`src/rtl/jtframe_romarb_if.sv`:
```
// Bus bundle between the romrq slots, the ROM arbiter and the SDRAM read port.
//   slot_req/slot_addr  : per-slot level request and 22-bit word address
//   slot_we             : one-hot grant / write-enable back to the slots
//   dout/dout_ok        : returned word and its strobe, broadcast to all slots
//   sdram_req/addr      : read request towards the SDRAM controller
//   sdram_ack/rdy/din   : controller accept, data valid and read data
//   timeout             : one-cycle pulse when a read is abandoned
// master: the arbiter's view.  slave: the surrounding slots + controller.
interface jtframe_romarb_if #(
   parameter int SLOTS = 4
);
   logic [SLOTS-1:0]    slot_req;
   logic [22*SLOTS-1:0] slot_addr;
   logic [SLOTS-1:0]    slot_we;
   logic [31:0]         dout;
   logic                dout_ok;
   logic                sdram_req;
   logic [21:0]         sdram_addr;
   logic                sdram_ack;
   logic                sdram_rdy;
   logic [31:0]         sdram_din;
   logic                timeout;

   modport master (
      input  slot_req, slot_addr, sdram_ack, sdram_rdy, sdram_din,
      output slot_we, dout, dout_ok, sdram_req, sdram_addr, timeout
   );

   modport slave (
      output slot_req, slot_addr, sdram_ack, sdram_rdy, sdram_din,
      input  slot_we, dout, dout_ok, sdram_req, sdram_addr, timeout
   );
endinterface

```
`src/rtl/jtframe_romarb.sv`:
```
// Round-robin arbiter between SLOTS romrq request slots and one SDRAM read
// port. One read in flight at a time; the winner's address is forwarded, the
// returned word is broadcast and only the winner's slot_we is raised.
// Ports:
//   clk   : system clock, rising edge
//   rst_n : asynchronous active-low reset
//   bus   : jtframe_romarb_if.master (slot side + SDRAM side, all outputs registered)
//
// state        | meaning
// -------------+-----------------------------------------------------------
// ST_IDLE      | no transaction; pick next requester after last winner
// ST_WAIT_ACK  | sdram_req high, waiting for controller to accept
// ST_WAIT_DATA | accepted, waiting for sdram_rdy; watchdog running
// ST_DONE      | dout_ok and slot_we high this single cycle
module jtframe_romarb #(
   parameter int SLOTS = 4,
   parameter int TOW   = 8
) (
   input  logic             clk,
   input  logic             rst_n,
   jtframe_romarb_if.master bus
);
   localparam int LW = (SLOTS > 1) ? $clog2(SLOTS) : 1;
   // Watchdog holds cycles elapsed since the ack cycle; firing when it holds
   // 2^TOW-2 puts the timeout pulse 2^TOW-1 cycles after the ack.
   localparam logic [TOW-1:0] WD_LAST = {{(TOW-1){1'b1}}, 1'b0};

   typedef enum logic [1:0] {
      ST_IDLE,
      ST_WAIT_ACK,
      ST_WAIT_DATA,
      ST_DONE
   } state_t;

   state_t           state_q, state_d;
   logic [LW-1:0]    last_q, last_d;
   logic [TOW-1:0]   wd_q, wd_d;
   logic [SLOTS-1:0] slot_we_q, slot_we_d;
   logic [31:0]      dout_q, dout_d;
   logic             dout_ok_q, dout_ok_d;
   logic             sdram_req_q, sdram_req_d;
   logic [21:0]      sdram_addr_q, sdram_addr_d;
   logic             timeout_q, timeout_d;

   logic [21:0]      addr_arr [SLOTS];
   logic [LW-1:0]    win;
   logic             any_req;

   for (genvar i = 0; i < SLOTS; i++) begin : g_addr
      assign addr_arr[i] = bus.slot_addr[22*i +: 22];
   end

   // Scan last+SLOTS down to last+1 so the nearest requester after last wins.
   always_comb begin
      logic [LW:0]   sum;
      logic [LW-1:0] cand;
      win     = last_q;
      any_req = 1'b0;
      sum     = '0;
      cand    = '0;
      for (int k = SLOTS; k >= 1; k--) begin
         sum = {1'b0, last_q} + (LW+1)'(k);
         if (sum >= (LW+1)'(SLOTS)) sum = sum - (LW+1)'(SLOTS);
         cand = sum[LW-1:0];
         if (bus.slot_req[cand]) begin
            win     = cand;
            any_req = 1'b1;
         end
      end
   end

   always_comb begin
      state_d      = state_q;
      last_d       = last_q;
      wd_d         = wd_q;
      slot_we_d    = slot_we_q;
      dout_d       = dout_q;
      dout_ok_d    = 1'b0;
      sdram_req_d  = sdram_req_q;
      sdram_addr_d = sdram_addr_q;
      timeout_d    = 1'b0;
      case (state_q)
         ST_IDLE: begin
            if (any_req) begin
               last_d       = win;
               sdram_addr_d = addr_arr[win];
               sdram_req_d  = 1'b1;
               slot_we_d    = SLOTS'(1) << win;
               state_d      = ST_WAIT_ACK;
            end
         end
         ST_WAIT_ACK: begin
            if (bus.sdram_ack) begin
               sdram_req_d = 1'b0;
               wd_d        = TOW'(1);
               state_d     = ST_WAIT_DATA;
            end
         end
         ST_WAIT_DATA: begin
            if (bus.sdram_rdy) begin
               dout_d    = bus.sdram_din;
               dout_ok_d = 1'b1;
               state_d   = ST_DONE;
            end else if (wd_q == WD_LAST) begin
               slot_we_d = '0;
               timeout_d = 1'b1;
               state_d   = ST_IDLE;
            end else begin
               wd_d = wd_q + TOW'(1);
            end
         end
         ST_DONE: begin
            slot_we_d = '0;
            state_d   = ST_IDLE;
         end
         default: state_d = ST_IDLE;
      endcase
   end

   always_ff @(posedge clk or negedge rst_n) begin
      if (!rst_n) begin
         state_q      <= ST_IDLE;
         last_q       <= LW'(SLOTS-1);
         wd_q         <= '0;
         slot_we_q    <= '0;
         dout_q       <= '0;
         dout_ok_q    <= 1'b0;
         sdram_req_q  <= 1'b0;
         sdram_addr_q <= '0;
         timeout_q    <= 1'b0;
      end else begin
         state_q      <= state_d;
         last_q       <= last_d;
         wd_q         <= wd_d;
         slot_we_q    <= slot_we_d;
         dout_q       <= dout_d;
         dout_ok_q    <= dout_ok_d;
         sdram_req_q  <= sdram_req_d;
         sdram_addr_q <= sdram_addr_d;
         timeout_q    <= timeout_d;
      end
   end

   assign bus.slot_we    = slot_we_q;
   assign bus.dout       = dout_q;
   assign bus.dout_ok    = dout_ok_q;
   assign bus.sdram_req  = sdram_req_q;
   assign bus.sdram_addr = sdram_addr_q;
   assign bus.timeout    = timeout_q;
endmodule

```
`src/flat_wrapper.sv`:
```
// flat-port wrapper written by rule: the top's interface ports become plain ports
module jtframe_romarb_flat 
#(
   parameter int SLOTS = 4,
   parameter int TOW   = 8
)
  (clk, rst_n, bus_slot_req, bus_slot_addr, bus_sdram_ack, bus_sdram_rdy, bus_sdram_din, bus_slot_we, bus_dout, bus_dout_ok, bus_sdram_req, bus_sdram_addr, bus_timeout);
  jtframe_romarb_if #(.SLOTS(SLOTS)) bus_i ();
  input  logic clk;
  input  logic rst_n;
  input wire logic [$bits(bus_i.slot_req)-1:0] bus_slot_req;
  input wire logic [$bits(bus_i.slot_addr)-1:0] bus_slot_addr;
  input wire logic [$bits(bus_i.sdram_ack)-1:0] bus_sdram_ack;
  input wire logic [$bits(bus_i.sdram_rdy)-1:0] bus_sdram_rdy;
  input wire logic [$bits(bus_i.sdram_din)-1:0] bus_sdram_din;
  output wire logic [$bits(bus_i.slot_we)-1:0] bus_slot_we;
  output wire logic [$bits(bus_i.dout)-1:0] bus_dout;
  output wire logic [$bits(bus_i.dout_ok)-1:0] bus_dout_ok;
  output wire logic [$bits(bus_i.sdram_req)-1:0] bus_sdram_req;
  output wire logic [$bits(bus_i.sdram_addr)-1:0] bus_sdram_addr;
  output wire logic [$bits(bus_i.timeout)-1:0] bus_timeout;
  assign bus_i.slot_req = bus_slot_req;
  assign bus_i.slot_addr = bus_slot_addr;
  assign bus_i.sdram_ack = bus_sdram_ack;
  assign bus_i.sdram_rdy = bus_sdram_rdy;
  assign bus_i.sdram_din = bus_sdram_din;
  assign bus_slot_we = bus_i.slot_we;
  assign bus_dout = bus_i.dout;
  assign bus_dout_ok = bus_i.dout_ok;
  assign bus_sdram_req = bus_i.sdram_req;
  assign bus_sdram_addr = bus_i.sdram_addr;
  assign bus_timeout = bus_i.timeout;
  jtframe_romarb #(.SLOTS(SLOTS), .TOW(TOW)) u_core (.clk(clk), .rst_n(rst_n), .bus(bus_i));
endmodule
```
`config.mk`:
```
export PLATFORM = sky130hd
export DESIGN_NAME = jtframe_romarb_flat
export DESIGN_NICKNAME = d
export VERILOG_FILES = /design/src/rtl/jtframe_romarb_if.sv /design/src/rtl/jtframe_romarb.sv /design/src/flat_wrapper.sv
export SDC_FILE = /design/constraint.sdc
export NUM_CORES = 1
export LEC_CHECK = 0
export CAP_MARGIN = 5
export CORE_MARGIN = 4
export CORE_UTILIZATION = 41
export DETAILED_ROUTE_END_ITERATION = 8
export PLACE_DENSITY = 0.84
export SLEW_MARGIN = 30
export SYNTH_ARGS = -nofsm -noshare
export SYNTH_HDL_FRONTEND = slang
export SYNTH_SLANG_ARGS = --single-unit
```
`constraint.sdc`:
```
create_clock -name clk -period 2.16 [get_ports clk]
set_clock_uncertainty 0.1 [all_clocks]
set_input_delay 0.216 -clock clk [delete_from_list [all_inputs] [get_ports clk]]
set_output_delay 0.216 -clock clk [all_outputs]
set_load 0.05 [all_outputs]
```
==> metrics.txt <==
outcome finished clean; post-synthesis mux area share 0.147; TritonCTS clock tree built; Tmin final 2.04 ns; DRC 0; worst reg2reg path depth 6; Die Y-Extent about 110 um; RSZ-0062 raised after global routing yes; Fin. Hold Viols 0; post-synthesis xor/xnor area fraction 0.00222; Root Driver clkbuf_8; Final Cycle Share 0.944; Max VDD drop approximately 1.0 mV; CP peak stage delay 0.62 ns; initial drt markers between 200 and 250; antenna violations before repair 0; CP endpoint kind register; largest family of logic cells by synthesized area compound AO/OA/AOI/OAI gates; dominant synthesized flop cell dfrtp_1; antenna diode count 0; DR vias/cell 5.33; max-cap violations 0; Post-Syn Nets a little under 500; layout cells sized above 1 0.194; maximum clock frequency 490 MHz; number of global-route vias before repair approximately 4000; chip width 106 um; later-pin clock latency in the skew report 0.35 ns; Avg Cell Area, Syn 10.8 sq um; worst path cell trace or2b_1 > a21oi_1 > a211oi_4 > buf_12 > mux2i_1 > o31ai_2; Mapped Cells between 300 and 400; R2R Path Start u_core.last_q[0]; Synth Area in Compound Gates 0.211; postcts setup bufs 0; Slowest-stage cell, CP dfstp_2; initial core utilization 0.424; final instance area 6370 sq um; Post-Route WL 12100 um; Synth Register Bits 73; leakage 2.69 nW; Worst-Margin Slew 0.554 ns; Clock Path Buffers 2; Distinct cells, synth 50; max-slew violation count 0; reg2reg setup slack 0.12 ns; clock sinks 73; # port buffers 188; CTS HTree Levels 3; final net count slightly above 700; Post-synth EDFFs 0; simple logic cell fraction of the synthesized area 0.124; filler instances 724; GRT Util Overall 0.211; Pwr Density around 1500 nW/um^2; I/O pin count 189; Min Hold Slack roughly 0.28 ns; clock slew at reported path FFs 0.09 ns; CP Launch Type register; relative slew slack 0.630; Placer Congestion around 0.81; crit path buf inv count 1; endpoints failing setup 0; largest net degree at the start of global routing 45; YS warnings 0; drt pass-1 iters 4; core footprint 9330 sq um; # rows 35; grt total ovfl 0; via count between 3000 and 4000; die area approximately 11000 sq um; cts bufs inserted 9; post-detail-place hpwl 9320 um; WL per Instance 17.0 um; Post-Syn Area 3950 sq um; first-pass GRT wire length approximately 19000 um; fraction of the yosys area taken by sequential cells 0.463; Worst Hold Class in -> async; Final ANT Viol Nets 0; Critical Path AT ~2.2 ns; delay-heaviest family, CP flip-flops; FF-to-FF End u_core.bus.sdram_addr[19]; Synth Area in Adders 0.00633; Post-synth ARST share 1.00; area delta synth->final 61.3%; placed cell area 6160 sq um; CP Class reg -> reg; crit-path max FO 14; data required time of the worst path 2.29 ns
registers in the layout (all words and copies together), names as in the netlist:
signal and cells:
u_core.bus.timeout 1, u_core.bus.dout 32, u_core.wd_q 8, u_core.bus.sdram_req 1, u_core.bus.slot_we 4, u_core.state_q 2
u_core.bus.sdram_addr 22, u_core.last_q 2, u_core.bus.dout_ok 1
synthesized netlist by cell type, types with 6 or more instances:
| library cell | number | share of area |
|---|---|---|
| o22ai_1 | 7 | 0.011 |
| nand3_1 | 6 | 0.0076 |
| a211oi_1 | 15 | 0.028 |
| and3_1 | 16 | 0.025 |
| o21ai_0 | 16 | 0.020 |
| dfrtp_1 | 71 | 0.45 |
| a221oi_1 | 7 | 0.016 |
| o21ai_1 | 11 | 0.014 |
| nor2_2 | 7 | 0.011 |
| mux2_2 | 32 | 0.091 |
| nand2_1 | 16 | 0.015 |
| buf_6 | 7 | 0.020 |
| o31ai_1 | 19 | 0.036 |
| buf_2 | 10 | 0.013 |
| o22a_1 | 16 | 0.035 |
| inv_1 | 7 | 0.0066 |
| mux2i_1 | 22 | 0.056 |
| nor2_1 | 23 | 0.022 |
| o21ai_2 | 6 | 0.013 |
power breakdown:
part           internal (mW)  switching (mW)
Sequential              1.98           0.462
Combinational           2.50            3.62
Clock                  0.556           0.571
logic make-up (layout without fill, tap and decap cells):
group / count (synthesis) / count (layout)
AO/OA/AOI/OAI: 114 / 114
XOR/XNOR: 1 / 1
adder cells (fa/ha/maj): 2 / 2
buffers and inverters: 31 / 247
flip-flops: 73 / 73
multiplexers: 54 / 54
AND/OR/NAND/NOR: 91 / 91
worst reg2reg max path, delay by kind of cell, from the launching register on:
kind | cells | cell delay, ns
flip-flops | 1 | 0.62
AO/OA/AOI/OAI | 3 | 0.48
multiplexers | 1 | 0.31
AND/OR/NAND/NOR | 1 | 0.20
buffers and inverters | 1 | 0.20
what timing repair did:
action / in CTS / in global routing
hold buffers: 1 / 0
resized for setup: 0 / 0
endpoints found under the hold margin: 38 / 0
endpoints found under the setup margin: 0 / 2
stage by stage:
stage                      util  std cells  TNS [ns]  power, mW  worst slack [ns]
final                     0.683        711         0       9.70             0.120
after global routing      0.683        711  -0.00539       10.2          -0.00500
after CTS                 0.683        711         0       9.77            0.0998
after detailed placement  0.660        694    -0.705       8.61           -0.0779
after global placement    0.660        694  -0.00982       8.42          -0.00982
after floorplan               -        366         0       6.45             0.215
cell usage in the layout, fill, tap and decap left out, types with 2 or more instances in the layout:
cell               n
o31ai_2            2
nand2b_1           3
a31oi_1            2
nand4_1            3
a221oi_1           7
o21ai_1           11
clkbuf_8           9
clkdlybuf4s50_1  187
o21ai_0           16
o21ai_2            6
nor2_2             7
inv_1              7
nor2_4             2
dfrtp_1           71
or2_2              2
ha_1               2
o22a_1            16
a21oi_2            2
o211ai_1           2
and3_1            16
buf_12             4
a21oi_1            4
nand2_1           16
nor3b_1            2
o31ai_1           19
buf_4             32
a32oi_1            2
mux2i_1           22
nor2_1            23
inv_6              3
a211oi_1          15
o22ai_1            7
dfstp_2            2
nand3_1            6
mux2_2            32
worst max path at each step:
stage	cells past startpoint	end	startpoint
2_1_floorplan	7	u_core.bus.sdram_addr[18]	u_core.last_q[0]
3_5_place_dp	6	u_core.bus.sdram_addr[2]	bus_slot_req[3]
3_3_place_gp	6	u_core.bus.sdram_addr[3]	bus_slot_req[3]
4_1_cts	6	u_core.bus.sdram_addr[19]	u_core.last_q[0]
5_1_grt	6	u_core.bus.sdram_addr[13]	u_core.last_q[0]
6_report	6	u_core.bus.sdram_addr[19]	u_core.last_q[0]
metal layers:
metal,GRT usage,vias to the layer above,wire (um)
met1,0.242,1804,4680
met2,0.354,163,6050
li1,-,1804,-
met5,0,-,0
met4,0.0722,0,214
met3,0.0886,16,1170
final cells by class:
| type | count | area, sq um | area share |
|---|---|---|---|
| Timing Repair Buffer | 224 | 2200 | 0.346 |
| Sequential cell | 73 | 1830 | 0.287 |
| Tap cell | 129 | 161 | 0.0253 |
| Multi-Input combinational cell | 262 | 1950 | 0.305 |
| Inverter | 7 | 26.3 | 0.00412 |
| Clock inverter | 7 | 83.8 | 0.0132 |
| Clock buffer | 9 | 124 | 0.0194 |
Note: power is estimated with default switching activity, not from simulation.
